### src/rtl/mc_control_unit.sv
// rtl/mc_control_unit.sv - multicycle MIPS control unit (state sequencer, datapath selects, ALU decode)
module mc_control_unit (
    input  logic       clk,
    input  logic       reset,
    input  logic [5:0] op,
    input  logic [5:0] funct,
    input  logic       zero,
    output logic       IorD,
    output logic       MemWrite,
    output logic       IRWrite,
    output logic       PCEn,
    output logic       RegDst,
    output logic       MemtoReg,
    output logic       RegWrite,
    output logic       ALUSrcA,
    output logic [1:0] ALUSrcB,
    output logic [1:0] PCSrc,
    output logic [2:0] ALUControl,
    output logic [3:0] state,
    output logic       illegal
);
    typedef enum logic [3:0] {
        S_FETCH   = 4'd0,  S_DECODE = 4'd1,  S_MEMADR = 4'd2,  S_MEMRD  = 4'd3,
        S_MEMWB   = 4'd4,  S_MEMWR  = 4'd5,  S_EXECUTE = 4'd6, S_ALUWB  = 4'd7,
        S_BRANCH  = 4'd8,  S_ADDIEX = 4'd9,  S_ADDIWB = 4'd10, S_JUMP   = 4'd11
    } state_t;

    localparam logic [5:0] OP_RTYPE = 6'b000000;
    localparam logic [5:0] OP_LW    = 6'b100011;
    localparam logic [5:0] OP_SW    = 6'b101011;
    localparam logic [5:0] OP_BEQ   = 6'b000100;
    localparam logic [5:0] OP_ADDI  = 6'b001000;
    localparam logic [5:0] OP_J     = 6'b000010;

    state_t     cur, nxt, eff;
    logic [1:0] alu_op;
    logic       pc_write, branch, funct_ok, bad_instr;

    always_ff @(posedge clk) begin
        if (reset) cur <= S_FETCH;
        else       cur <= nxt;
    end

    assign state = cur;

    always_comb begin
        funct_ok = (funct == 6'b100000) || (funct == 6'b100010) || (funct == 6'b100100) ||
                   (funct == 6'b100101) || (funct == 6'b101010);
        case (alu_op)
            2'b00:   ALUControl = 3'b010;
            2'b01:   ALUControl = 3'b110;
            default: begin
                case (funct)
                    6'b100010: ALUControl = 3'b110;
                    6'b100100: ALUControl = 3'b000;
                    6'b100101: ALUControl = 3'b001;
                    6'b101010: ALUControl = 3'b111;
                    default:   ALUControl = 3'b010;
                endcase
            end
        endcase
    end

    // While reset is held, outputs decode as FETCH so the datapath sees a quiet, known setup.
    always_comb begin
        eff       = reset ? S_FETCH : cur;
        nxt       = S_FETCH;
        IorD      = 1'b0;
        MemWrite  = 1'b0;
        IRWrite   = 1'b0;
        RegDst    = 1'b0;
        MemtoReg  = 1'b0;
        RegWrite  = 1'b0;
        ALUSrcA   = 1'b0;
        ALUSrcB   = 2'b00;
        PCSrc     = 2'b00;
        alu_op    = 2'b00;
        pc_write  = 1'b0;
        branch    = 1'b0;
        bad_instr = 1'b0;
        case (eff)
            S_FETCH: begin
                IRWrite  = 1'b1;
                ALUSrcB  = 2'b01;
                pc_write = 1'b1;
                nxt      = S_DECODE;
            end
            S_DECODE: begin
                ALUSrcB = 2'b11;
                case (op)
                    OP_LW, OP_SW: nxt = S_MEMADR;
                    OP_RTYPE: begin
                        nxt       = S_EXECUTE;
                        bad_instr = !funct_ok;
                    end
                    OP_BEQ:  nxt = S_BRANCH;
                    OP_ADDI: nxt = S_ADDIEX;
                    OP_J:    nxt = S_JUMP;
                    default: begin
                        nxt       = S_FETCH;
                        bad_instr = 1'b1;
                    end
                endcase
            end
            S_MEMADR: begin
                ALUSrcA = 1'b1;
                ALUSrcB = 2'b10;
                nxt     = (op == OP_SW) ? S_MEMWR : S_MEMRD;
            end
            S_MEMRD: begin
                IorD = 1'b1;
                nxt  = S_MEMWB;
            end
            S_MEMWB: begin
                MemtoReg = 1'b1;
                RegWrite = 1'b1;
            end
            S_MEMWR: begin
                IorD     = 1'b1;
                MemWrite = 1'b1;
            end
            S_EXECUTE: begin
                ALUSrcA = 1'b1;
                alu_op  = 2'b10;
                nxt     = S_ALUWB;
            end
            S_ALUWB: begin
                RegDst   = 1'b1;
                RegWrite = 1'b1;
            end
            S_BRANCH: begin
                ALUSrcA = 1'b1;
                alu_op  = 2'b01;
                PCSrc   = 2'b01;
                branch  = 1'b1;
            end
            S_ADDIEX: begin
                ALUSrcA = 1'b1;
                ALUSrcB = 2'b10;
                nxt     = S_ADDIWB;
            end
            S_ADDIWB: RegWrite = 1'b1;
            S_JUMP: begin
                PCSrc    = 2'b10;
                pc_write = 1'b1;
            end
            default: nxt = S_FETCH;
        endcase
        PCEn    = pc_write | (branch & zero);
        illegal = bad_instr;
        if (reset) begin
            MemWrite = 1'b0;
            IRWrite  = 1'b0;
            PCEn     = 1'b0;
            RegWrite = 1'b0;
            illegal  = 1'b0;
        end
    end
endmodule

### config.mk
export PLATFORM = sky130hd
export DESIGN_NAME = mc_control_unit
export DESIGN_NICKNAME = d
export VERILOG_FILES = /design/src/rtl/mc_control_unit.sv
export SDC_FILE = /design/constraint.sdc
export NUM_CORES = 1
export LEC_CHECK = 0
export ABC_AREA = 1
export BUFFER_PORTS_ARGS = -buffer_cell sky130_fd_sc_hd__buf_4
export CAP_MARGIN = 0
export CORE_MARGIN = 2
export CORE_UTILIZATION = 30
export CTS_BUF_LIST = sky130_fd_sc_hd__clkbuf_4 sky130_fd_sc_hd__clkbuf_8
export DETAILED_ROUTE_END_ITERATION = 12
export GPL_TIMING_DRIVEN = 0
export SETUP_SLACK_MARGIN = 0.15
export SYNTH_ARGS = -nofsm -noshare
export SYNTH_HDL_FRONTEND = slang
export SYNTH_SLANG_ARGS = --single-unit
### constraint.sdc
create_clock -name clk -period 2.5 [get_ports clk]
set_input_delay 0.375 -clock clk [delete_from_list [all_inputs] [get_ports clk]]
set_output_delay 0.375 -clock clk [all_outputs]
set_load 0.1 [all_outputs]
* Yosys cells after proc, flatten, opt, wreduce, memory -nomap -nowiden *
Index checks and enable logic that the tools add are counted.

operators by class
  add/subtract/negate cells = 0
  multiply operators = 0
  div/mod/pow operators = 0
  $lt $le $gt $ge = 0
  equality and inequality tests = 22
  shift-type cells = 0
  mux-type cells = 25
  bitwise logic cells = 2
  reduce and logical (&&, ||, !) cells = 15

operator list
  operator                                              number
  equality test 6 bit (second input constant)           7
  one-hot mux 4 bit (6 select lines)                    1
  one-hot mux 4 bit (5 select lines)                    1
  equality test 4 x 3 -> 1 bit (second input constant)  4
  equality test 4 bit (second input constant)           4
  2-to-1 mux 1 bit                                      15
  one-hot mux 3 bit (4 select lines)                    1
  equality test 4 x 2 -> 1 bit (second input constant)  2
  one-hot mux 2 bit (2 select lines)                    2
  OR reduction 2 bit                                    4
  equality test 6 x 2 -> 1 bit (second input constant)  1
  equality test 6 x 3 -> 1 bit (second input constant)  1
  equality test 6 x 4 -> 1 bit (second input constant)  1
  zero test 6 bit                                       1
  one-hot mux 2 bit (3 select lines)                    1
  one-hot mux 3 bit (2 select lines)                    1
  OR reduction 5 bit                                    1
  equality test 4 x 1 -> 1 bit (second input constant)  1
  zero test 4 bit                                       1
  logical OR 1 bit                                      4
  2-to-1 mux 4 bit                                      1
  OR reduction 4 bit                                    1
  2-to-1 mux 3 bit                                      1
  OR reduction 3 bit                                    1
  6 further kinds                                       6

word-level totals
  bits in registers = 4
  bits in latches = 0
  memory bits (writable) = 0
  bits in read-only memories = 0
  output and inout port bits = 20
  logic and storage cells = 65
  memories kept = 0

* Depth between registers and ports, before layout *
  word-level depth = 9
  mapped depth = 8

* Worst setup path after synthesis *
OpenSTA, ideal clock, no wires.

  path kind = flip-flop to output port
  from = reg cur[0] (netlist: state[0])
  to = out PCEn
  arrival = 4.222 ns
  data required time = 2.125 ns
  slack = -2.097 ns
  cell stages (with the launch flop) = 7
  buffers on the path = 0
  cell sequence = dfxtp_1 > nand2_2 > inv_2 > nand2_1 > nor2_1 > a21oi_1 > a21oi_1

on the way
  cells in the longest elaborated chain, start to end = 6
  elaborated cells on any way between the ends = 10

ends and longest elaborated chain
  what                                                              RTL line  RTL
  start, declared                                                   35        state_t cur, nxt, eff;
  start signal, assigned                                            41        else cur <= nxt;
  2-to-1 mux 4 bit (*)                                              66        eff = reset ? S_FETCH : cur;
  equality test 4 bit or zero test 4 bit (tied branches)            81        case (eff)
  OR reduction 2 bit (no line) or 2-to-1 mux 1 bit (tied branches)  -
  2-to-1 mux 1 bit or AND 1 bit (tied branches)                     81, 149
  bitwise OR 1 bit (*)                                              149       PCEn = pc_write | (branch & zero);
  2-to-1 mux 1 bit (*)                                              151       if (reset) begin
  end, declared                                                     11        output logic PCEn,

Every way passes the cells marked *; elsewhere a longest branch is shown, timed or not.

* Final worst setup path *
  from = in reset
  to = out ALUControl[1]

on the way
  cells in the longest elaborated chain, start to end = 5
  elaborated cells on any way between the ends = 7

ends and longest elaborated chain
  what                                                                 RTL line  RTL
  start, declared                                                      4         input logic reset,
  2-to-1 mux 4 bit (*)                                                 66
  equality test 4 bit or equality test 4 x 3 -> 1 bit (tied branches)  81
  one-hot mux 2 bit (2 select lines) (*)                               81
  equality test 2 x 1 -> 1 bit or zero test 2 bit (tied branches)      49        case (alu_op)
  one-hot mux 3 bit (2 select lines) (*)                               49
  end, declared                                                        18        output logic [2:0] ALUControl,

Marked as above.

==> results_dict.tcl <==
set metrics [dict create \
    die_h_um 47.9 \
    rows 15 \
    synth_edf_count 0 \
    multi_input_area_um2 512 \
    path_cells "buf_4, inv_2, nand2_4, nor2_1, nand2_1, a21oi_1, o21ai_2, buf_4" \
    clkSinkCount 4 \
    peakVddDrop_mv 0.239 \
    finalClockSkew_ns 0.00658 \
    cts_tree "built" \
    vias 791 \
    grt_pass1_wl_mm 2.75 \
    async_reset_ff_frac 0 \
    fin_setup_tns_ns 0 \
    drt_iter0_drc 20 \
    design.core.area_um2 1760 \
    nets 168 \
    gp_congestion 0.773 \
    synth_ff_type "dfxtp_1" \
    period_needed_ns 2.07 \
    yosysMostFrequentCell "nor2_1" \
    p_per_area_nw_per_um2 282 \
    synth_area_leaders "nor2_1 (22%), nand2_1 (16%), dfxtp_1 (14%)" \
    ioPinCount 35 \
    initial_utilization 0.327 \
    syn_area_per_cell_um2 5.06 \
    grt_pass1_vias 663 \
    p_total_w 0.000281 \
    track_usage 0.169 \
    ys_types 17 \
    syn-num-nets 129 \
    antenna_cells 0 \
    drt-pass1-iter-count 4 \
    setup_viol 0 \
    max_stage_delay_ns 0.32 \
    cts.repair.resized 0 \
    dp_slack_ns 0.418 \
    wl_per_cell_um 9.63 \
    final_core_util 0.564 \
    cts_buffers 3 \
    grt_antenna_before_repair 0 \
    portBuffers 34 \
    synth_top_area_frac 0.221 \
    crit_path_end_kind "primary output" \
    yosysSeqAreaShare 0.139 \
    path_clk_slew_ns 0.04 \
    worst_pin_slew_ns 0.346 \
    fillers 193 \
    p_leak_nw 0.530 \
    ys_warn_count 0 \
    rsz0062_at_grt "no" \
    gr-total-overflow 0 \
    min_path_type "input port to flip-flop" \
    outcome "finished, final reports clean" \
    clockRootBuffer "clkbuf_4" \
    area_growth_pct 72.5 \
    dieArea_um2 2290 \
    syn_inst 114 \
    worst_setup_path_start_kind "input port" \
    period_share 0.830 \
    critical_path_arrival_ns 1.70 \
    cap_violations 0 \
    hold_violations 0 \
    ys_seq_elements 4 \
    postCtsSetupRepairBufs 0 \
    cp_slowest_cell "a21oi_1" \
    maxSlewHeadroom 0.770 \
    final-seq-area_um2 95.1 \
    clk_latency_ns 0.24 \
    grt_max_degree 6 \
    finalMaxSlewViolations 0 \
    dp.cells 173 \
    fmax_mhz 482 \
    setup_ws_ns 0.426 \
    timing.critical_path.mode_cell "buf_4" \
    cts_buffer_depth 2 \
    drt_wl_total_mm 1.69 \
    die_w_um 47.9 \
    drc 0 \
    drt-vias-per-instance 4.49 \
    synth_top_area_cell "nor2_1" \
    largest_reg_flops 4 \
    crit_type "input port to primary output" \
    synthTopCellsByCount "nor2_1 (34), nand2_1 (25), inv_1 (16)" \
    hpwlAfterDp_mm 1.48 \
    cts_hold_repair.buffers 0 \
    syn_area_um2 577 \
    fin_cells 176 \
    cts_htree_levels 1 \
    crit_fanout 5 \
    ant_nets 0 \
    cp.required_ns 2.12 \
    drive_gt1_frac 0.477 \
]
[critical path: cells and delay by family]
kind	cells	cell delay [ns]
buffers and inverters	3	0.50
AND/OR/NAND/NOR	3	0.41
AO/OA/AOI/OAI	2	0.41
[routing by layer]
metal / vias to the layer above / global-route usage / routed length [um] / part of all wire
met1: 328 / 0.224 / 822 / 0.49
met3: 0 / 0.0491 / 90 / 0.053
li1: 435 / - / - / -
met4: 0 / 0.0324 / 0 / 0
met2: 28 / 0.275 / 782 / 0.46
met5: - / 0 / 0 / 0
[cell families after synthesis]
logic type             Yosys count  share of synthesized area
AND/OR/NAND/NOR                 76                      0.592
buffers and inverters           21                      0.137
AO/OA/AOI/OAI                   13                      0.132
flip-flops                       4                      0.139
[stage by stage]
step / instance area [um^2] / hold slack [ns]
4_1_cts: 995 / 0.344
5_1_grt: 995 / 0.344
6_report: 995 / 0.350
3_3_place_gp: 972 / 0.552
2_1_floorplan: 686 / 0.435
3_5_place_dp: 972 / 0.549
[power breakdown]
group	internal, W	switching, W
Combinational	0.0000384	0.0000970
Sequential	0.0000633	0.00000298
Clock	0.0000536	0.0000255
[worst paths after layout]
| check | slack, ns | end | depth (start not counted) | startpoint |
|---|---|---|---|---|
| worst max register to register | 1.32 | state[3]$_SDFF_PP0_ | 5 | state[3]$_SDFF_PP0_ |
| worst max-delay path | 0.43 | ALUControl[1] | 8 | reset |
| worst min-delay path | 0.35 | state[0]$_SDFF_PP0_ | 2 | reset |
| worst min register to register | 0.57 | state[2]$_SDFF_PP0_ | 2 | state[1]$_SDFF_PP0_ |
[placed cells by master, fill, tap and decap left out]
cell,instances
a21oi_4,1
a21oi_1,1
nor2_2,4
o21ai_0,1
nand3_1,8
dfxtp_4,4
clkbuf_4,3
o31ai_4,1
inv_2,5
a31oi_1,2
nand2_1,22
nand2_4,1
buf_4,34
a21oi_2,3
nor2_4,7
o22ai_1,1
nand4_1,2
nand2_2,5
nand3_2,1
o22ai_2,1
o21ai_2,2
inv_1,16
nor2_1,26
[area by class of cell]
class / count / area share
multi-input cells: 89 / 0.514
flip-flops and latches: 4 / 0.0956
repair buffers: 34 / 0.257
well taps: 25 / 0.0314
clock buffers: 3 / 0.0226
inverters: 21 / 0.0792
Power figures use the tool's default switching activity.
